<file path="config.mk">
export PLATFORM = sky130hd
export DESIGN_NAME = adc_scan_ctrl
export DESIGN_NICKNAME = d
export VERILOG_FILES = /design/src/rtl/adc_scan_ctrl.sv
export SDC_FILE = /design/constraint.sdc
export NUM_CORES = 1
export LEC_CHECK = 0
export CAP_MARGIN = 40
export CORE_MARGIN = 5
export CORE_UTILIZATION = 58
export DETAILED_ROUTE_END_ITERATION = 6
export GPL_ROUTABILITY_DRIVEN = 0
export PLACE_DENSITY = 0.84
export SLEW_MARGIN = 10
export SYNTH_ARGS = -nofsm -noshare
export SYNTH_HDL_FRONTEND = slang
export SYNTH_SLANG_ARGS = --single-unit
export TNS_END_PERCENT = 100
</file>
<file path="constraint.sdc">
create_clock -name clk -period 7.34 [get_ports clk]
set_clock_uncertainty 0.1 [all_clocks]
set_input_delay 1.101 -clock clk [delete_from_list [all_inputs] [get_ports clk]]
set_output_delay 1.101 -clock clk [all_outputs]
set_load 0.02 [all_outputs]
</file>
<file path="src/rtl/adc_scan_ctrl.sv">
// adc_scan_ctrl: round-robin SPI scan master for ADCx08S102-family ADCs.
// Ports: clk, rst_n (async, active-low), en, ch_en[NUM_CH] -> scan control;
//   dout <- ADC; din, cs_n, sclk -> ADC (all registered, sclk idles high);
//   data, data_ch, data_valid, frame_err, busy -> result side.
// Optional: define ADC_SCAN_FRAME_CHECK_EN to enable the framing check.
module adc_scan_ctrl #(
    parameter int CLK_DIV  = 3,
    parameter int RES_BITS = 10,
    parameter int NUM_CH   = 8
) (
    input  logic                clk,
    input  logic                rst_n,
    input  logic                en,
    input  logic [NUM_CH-1:0]   ch_en,
    input  logic                dout,
    output logic                din,
    output logic                cs_n,
    output logic                sclk,
    output logic [RES_BITS-1:0] data,
    output logic [2:0]          data_ch,
    output logic                data_valid,
    output logic                busy,
    output logic                frame_err
);
    localparam int TW = (CLK_DIV > 1) ? $clog2(CLK_DIV) : 1;
    localparam logic [TW-1:0] TICK_LAST = TW'(CLK_DIV - 1);

    typedef enum logic [1:0] {IDLE, SETUP, SHIFT, QUIET} state_t;

    state_t state_q, state_d;
    logic [TW-1:0] tick_q, tick_d;
    logic [4:0] hp_q, hp_d;
    logic [2:0] addr_q, addr_d;
    logic [2:0] conv_q, conv_d;
    logic first_q, first_d;
    logic [15:0] sr_q, sr_d;
    logic cs_n_q, cs_n_d;
    logic sclk_q, sclk_d;
    logic din_q, din_d;
    logic dv_q, dv_d;
    logic busy_q, busy_d;
    logic [RES_BITS-1:0] data_q, data_d;
    logic [2:0] data_ch_q, data_ch_d;
    logic tick_last, start, launch;
    logic unused_sr;

    // Lowest enabled index above cur, else wrap to the lowest enabled one.
    function automatic logic [2:0] next_addr(input logic [2:0] cur,
                                             input logic [NUM_CH-1:0] m);
        logic [2:0] lo, hi;
        logic found;
        lo = '0;
        hi = '0;
        found = 1'b0;
        for (int i = NUM_CH - 1; i >= 0; i--) begin
            if (m[i]) begin
                lo = 3'(i);
                if (i > int'(cur)) begin
                    hi = 3'(i);
                    found = 1'b1;
                end
            end
        end
        return found ? hi : lo;
    endfunction

    assign tick_last = (tick_q == TICK_LAST);
    assign start     = en && (|ch_en);
    assign launch    = start && ((state_q == IDLE) ||
                       (state_q == QUIET && tick_last && hp_q[0]));

    always_comb begin
        state_d = state_q;
        tick_d  = '0;
        hp_d    = hp_q;
        addr_d  = addr_q;
        conv_d  = conv_q;
        first_d = first_q;
        sr_d    = sr_q;
        unique case (state_q)
            IDLE: begin
                if (launch) state_d = SETUP;
            end
            SETUP: begin
                if (tick_last) begin
                    state_d = SHIFT;
                    hp_d    = '0;
                end else begin
                    tick_d = tick_q + TW'(1);
                end
            end
            SHIFT: begin
                // odd half-period index = sclk high; first cycle = rising edge
                if (hp_q[0] && tick_q == '0) sr_d = {sr_q[14:0], dout};
                if (tick_last) begin
                    if (hp_q == 5'd31) begin
                        state_d = QUIET;
                        hp_d    = '0;
                    end else begin
                        hp_d = hp_q + 5'd1;
                    end
                end else begin
                    tick_d = tick_q + TW'(1);
                end
            end
            QUIET: begin
                if (tick_last) begin
                    if (hp_q[0]) begin
                        if (launch) begin
                            state_d = SETUP;
                        end else begin
                            state_d = IDLE;
                            first_d = 1'b1;
                        end
                    end else begin
                        hp_d = hp_q + 5'd1;
                    end
                end else begin
                    tick_d = tick_q + TW'(1);
                end
            end
            default: state_d = IDLE;
        endcase
        // The converter samples the address one frame ahead of converting it.
        if (launch) begin
            addr_d  = next_addr(addr_q, ch_en);
            conv_d  = first_q ? 3'd0 : addr_q;
            first_d = 1'b0;
        end
    end

    always_comb begin
        cs_n_d    = (state_d == IDLE) || (state_d == QUIET);
        sclk_d    = (state_d == SHIFT) ? hp_d[0] : 1'b1;
        din_d     = 1'b0;
        if (state_d == SHIFT) begin
            case (hp_d[4:1])
                4'd2:    din_d = addr_d[2];
                4'd3:    din_d = addr_d[1];
                4'd4:    din_d = addr_d[0];
                default: din_d = 1'b0;
            endcase
        end
        dv_d      = (state_q == SHIFT) && (state_d == QUIET);
        busy_d    = (state_d != IDLE);
        data_d    = dv_d ? sr_d[11 -: RES_BITS] : data_q;
        data_ch_d = dv_d ? conv_q : data_ch_q;
    end

    always_ff @(posedge clk or negedge rst_n) begin
        if (!rst_n) begin
            state_q   <= IDLE;
            tick_q    <= '0;
            hp_q      <= '0;
            addr_q    <= '0;
            conv_q    <= '0;
            first_q   <= 1'b1;
            sr_q      <= '0;
            cs_n_q    <= 1'b1;
            sclk_q    <= 1'b1;
            din_q     <= 1'b0;
            dv_q      <= 1'b0;
            busy_q    <= 1'b0;
            data_q    <= '0;
            data_ch_q <= '0;
        end else begin
            state_q   <= state_d;
            tick_q    <= tick_d;
            hp_q      <= hp_d;
            addr_q    <= addr_d;
            conv_q    <= conv_d;
            first_q   <= first_d;
            sr_q      <= sr_d;
            cs_n_q    <= cs_n_d;
            sclk_q    <= sclk_d;
            din_q     <= din_d;
            dv_q      <= dv_d;
            busy_q    <= busy_d;
            data_q    <= data_d;
            data_ch_q <= data_ch_d;
        end
    end

`ifdef ADC_SCAN_FRAME_CHECK_EN
    // Leading 4 bits plus the 12-RES_BITS trailing bits must all be zero.
    localparam logic [15:0] CHK_MASK =
        16'hF000 | 16'((32'd1 << (12 - RES_BITS)) - 32'd1);
    logic err_q, err_d;

    assign err_d = dv_d ? (|(sr_d & CHK_MASK)) : err_q;

    always_ff @(posedge clk or negedge rst_n) begin
        if (!rst_n) err_q <= 1'b0;
        else        err_q <= err_d;
    end

    assign frame_err = err_q;
`else
    assign frame_err = 1'b0;
`endif

    assign unused_sr  = ^{sr_q, sr_d};
    assign cs_n       = cs_n_q;
    assign sclk       = sclk_q;
    assign din        = din_q;
    assign data_valid = dv_q;
    assign busy       = busy_q;
    assign data       = data_q;
    assign data_ch    = data_ch_q;
endmodule

</file>
==> impl_metrics.env <==
export IMPL_rsz0062_at_grt="no"
export IMPL_nets=280
export IMPL_syn_avg_cell_area_um2=9.75
export IMPL_clk_pin_slew_ns=0.09
export IMPL_ys_seq_elements=46
export IMPL_synthArstFlopShare=1.00
export IMPL_grt_max_degree=30
export IMPL_p_per_area_nw_per_um2=160
export IMPL_min_from="conv_q[0]"
export IMPL_cts_tree="yes"
export IMPL_layout_drive_gt1_share=0.152
export IMPL_antennaDiodeCount=0
export IMPL_vdd_drop_max_mv=0.126
export IMPL_start_util=0.612
export IMPL_hold_buffers=0
export IMPL_wire_per_inst_um=14.2
export IMPL_nFillCells=292
export IMPL_die_w_um=72.9
export IMPL_worstMarginPinSlew_ns=0.531
export IMPL_die_area_um2=5310
export IMPL_yosysTopAreaCell="dfrtp_1"
export IMPL_die_h_um=72.9
export IMPL_seq_area_frac_synth=0.504
export IMPL_h_tree_depth=2
export IMPL_antenna_found_initial=0
export IMPL_cts_buffers=5
export IMPL_cts_resized_gates=0
export IMPL_clk_path_buf_depth=2
export IMPL_fmax_mhz=263
export IMPL_slew_headroom=0.646
export IMPL_drtPass1Iterations=4
export IMPL_startpoint_type="input pin"
export IMPL_grtUsageTotal=0.182
export IMPL_drv_cap=0
export IMPL_switching_share=0.229
export IMPL_syn_nets=253
export IMPL_remaining_drc_errors=0
export IMPL_vias=1722
export IMPL_tns_ns=0
export IMPL_clock_root_buffer="clkbuf_8"
export IMPL_viasPerCell=5.54
export IMPL_critPathKind="input pin to flop"
export IMPL_post_cts_buffers=0
export IMPL_maxSlewViolCount=0
export IMPL_cp_data_required_time_ns=7.43
export IMPL_end_kind="flop"
export IMPL_clockPowerShare=0.351
export IMPL_power_net_switching_uw=99.3
export IMPL_ys_types=54
export IMPL_core_um2=3740
export IMPL_p_int_uw=334
export IMPL_crit_arrival_ns=3.89
export IMPL_p_comb_frac=0.057
export IMPL_ios=31
export IMPL_cts_sink_count=46
export IMPL_drtIter0Drc=66
export IMPL_clk_latency_ns=0.30
export IMPL_wl_um=4420
export IMPL_hold_viol=0
export IMPL_hold_path_class="flop to flop"
export IMPL_post_synth_top_area_fraction=0.470
export IMPL_seq_power_share=0.592
export IMPL_finalCoreUtilization=0.723
export IMPL_dp_hpwl_um=3370
export IMPL_grt_pass1_vias=1677
export IMPL_synth_edff_count=0
export IMPL_finalCritPeriodShare=0.518
export IMPL_netlist_area_um2=2290
export IMPL_antenna_left=0
export IMPL_cp_max_fo=14
export IMPL_synthTopCellsByCount="nand2_1 (56), dfrtp_1 (43), inv_1 (13), mux2_2 (13), o21ai_0 (12)"
export IMPL_grt_pass1_wl_um=7630
export IMPL_r2r_start="hp_q[0]"
export IMPL_core_rowCount=22
export IMPL_synth_most_common_cell="nand2_1"
export IMPL_power_leakage_uw=0.00125
export IMPL_ys_warn_count=0
export IMPL_port_buffers=29
export IMPL_syn_inst=235
export IMPL_setup_viol=0
export IMPL_startpoint="ch_en[7]"
export IMPL_synthTopCellsByArea="dfrtp_1 (47%), nand2_1 (9.2%), mux2_2 (6.4%), dfstp_2 (3.4%), ha_1 (3.3%)"
export IMPL_areaGrowthSynthToFinish_pct=18.1
export IMPL_grt_overflow_total=0
export IMPL_finalCriticalPeriod_ns=3.80
export IMPL_synth_top_flop_cell="dfrtp_1"
export IMPL_outcome="completed"
## power by group through the flow
stage / logic, µW / clock network (µW) / registers, µW
after floorplan: 10.3 / 0 / 261
after global placement: 23.3 / 0 / 261
after detailed placement: 25.0 / 0 / 262
after CTS: 25.0 / 157 / 257
after global routing: 27.6 / 167 / 257
final: 24.8 / 152 / 257
## flip-flops by register name, indices dropped and copies added, names as in the netlist, 2 cells and up
signal	cells
sr_q	12
data	10
hp_q	5
addr_q	3
conv_q	3
data_ch	3
state_q	2
tick_q	2
## placed cells by master, fill, tap and decap left out, drive strengths merged, types with 3 or more instances in the layout
cell type      Yosys  final
nor2               7      7
dfstp              3      3
clkdlybuf4s50      0     28
dfrtp             43     43
nor3               5      5
o22ai              4      4
nor2b              3      3
nand2             56     56
ha                 6      6
or2                3      3
mux2              13     13
inv               13     13
clkbuf             3      5
nand2b             5      5
o21ai             13     13
nand3              4      4
buf                8      3
a21oi              9      9
## per-stage QoR
stage	area, µm²	power, µW	instances	hold slack, ns	setup slack, ns
after floorplan	2290	271	235	0.339	4.20
after global placement	2590	285	302	0.357	3.32
after detailed placement	2620	287	303	0.366	3.22
after CTS	2710	439	311	0.384	3.55
after global routing	2710	452	311	0.427	3.22
final	2710	434	311	0.378	3.54
## cell families (layout without fill, tap and decap cells)
kind of cell               after synthesis  in the layout  share of synthesized area
muxes                                   14             14                     0.0683
buffers and inverters                   24             52                     0.0453
other                                    1              1                    0.00164
and+or+nand+nor                         95             95                      0.198
AOI/OAI and AO/OA                       49             49                      0.150
DFF                                     46             46                      0.504
adders and majority gates                6              6                     0.0328
## worst paths after layout
kind | endpoint | cells past startpoint | slack, ns
max | data[1] | 11 | 3.54
max reg2reg | data[1] | 12 | 4.34
min in group asynchronous | data[5] | 1 | 0.62
max in group asynchronous | first_q | 2 | 5.94
min reg2reg | data_ch[0] | 2 | 0.38
min | data_ch[0] | 2 | 0.38
## layer usage
| layer | track usage | vias to the layer above | part of all wire |
|---|---|---|---|
| met5 | 0 | - | 0 |
| met4 | 0.0512 | 0 | 0.0081 |
| met3 | 0.0331 | 4 | 0.045 |
| met2 | 0.308 | 39 | 0.49 |
| met1 | 0.240 | 823 | 0.46 |
| li1 | - | 856 | - |
## critical path, stage by stage
cell	delay (ns)
clkdlybuf4s50_1	0.49
or4_4	0.58
o21ai_2	0.23
a21oi_1	0.10
o22ai_1	0.26
inv_1	0.10
ha_1	0.20
nand2_1	0.31
inv_1	0.30
nand2_1	0.13
nand2_1	0.08
## area by class of cell
class                           count  area (µm²)  share of cell area
Sequential cell                    46        1150               0.427
Inverter                           13        48.8              0.0180
Clock inverter                      3        21.3             0.00786
Timing Repair Buffer               31         313               0.116
Multi-Input combinational cell    165        1040               0.384
Clock buffer                        5        68.8              0.0254
Tap cell                           48        60.1              0.0222
Note: power is estimated with default switching activity, not from simulation.
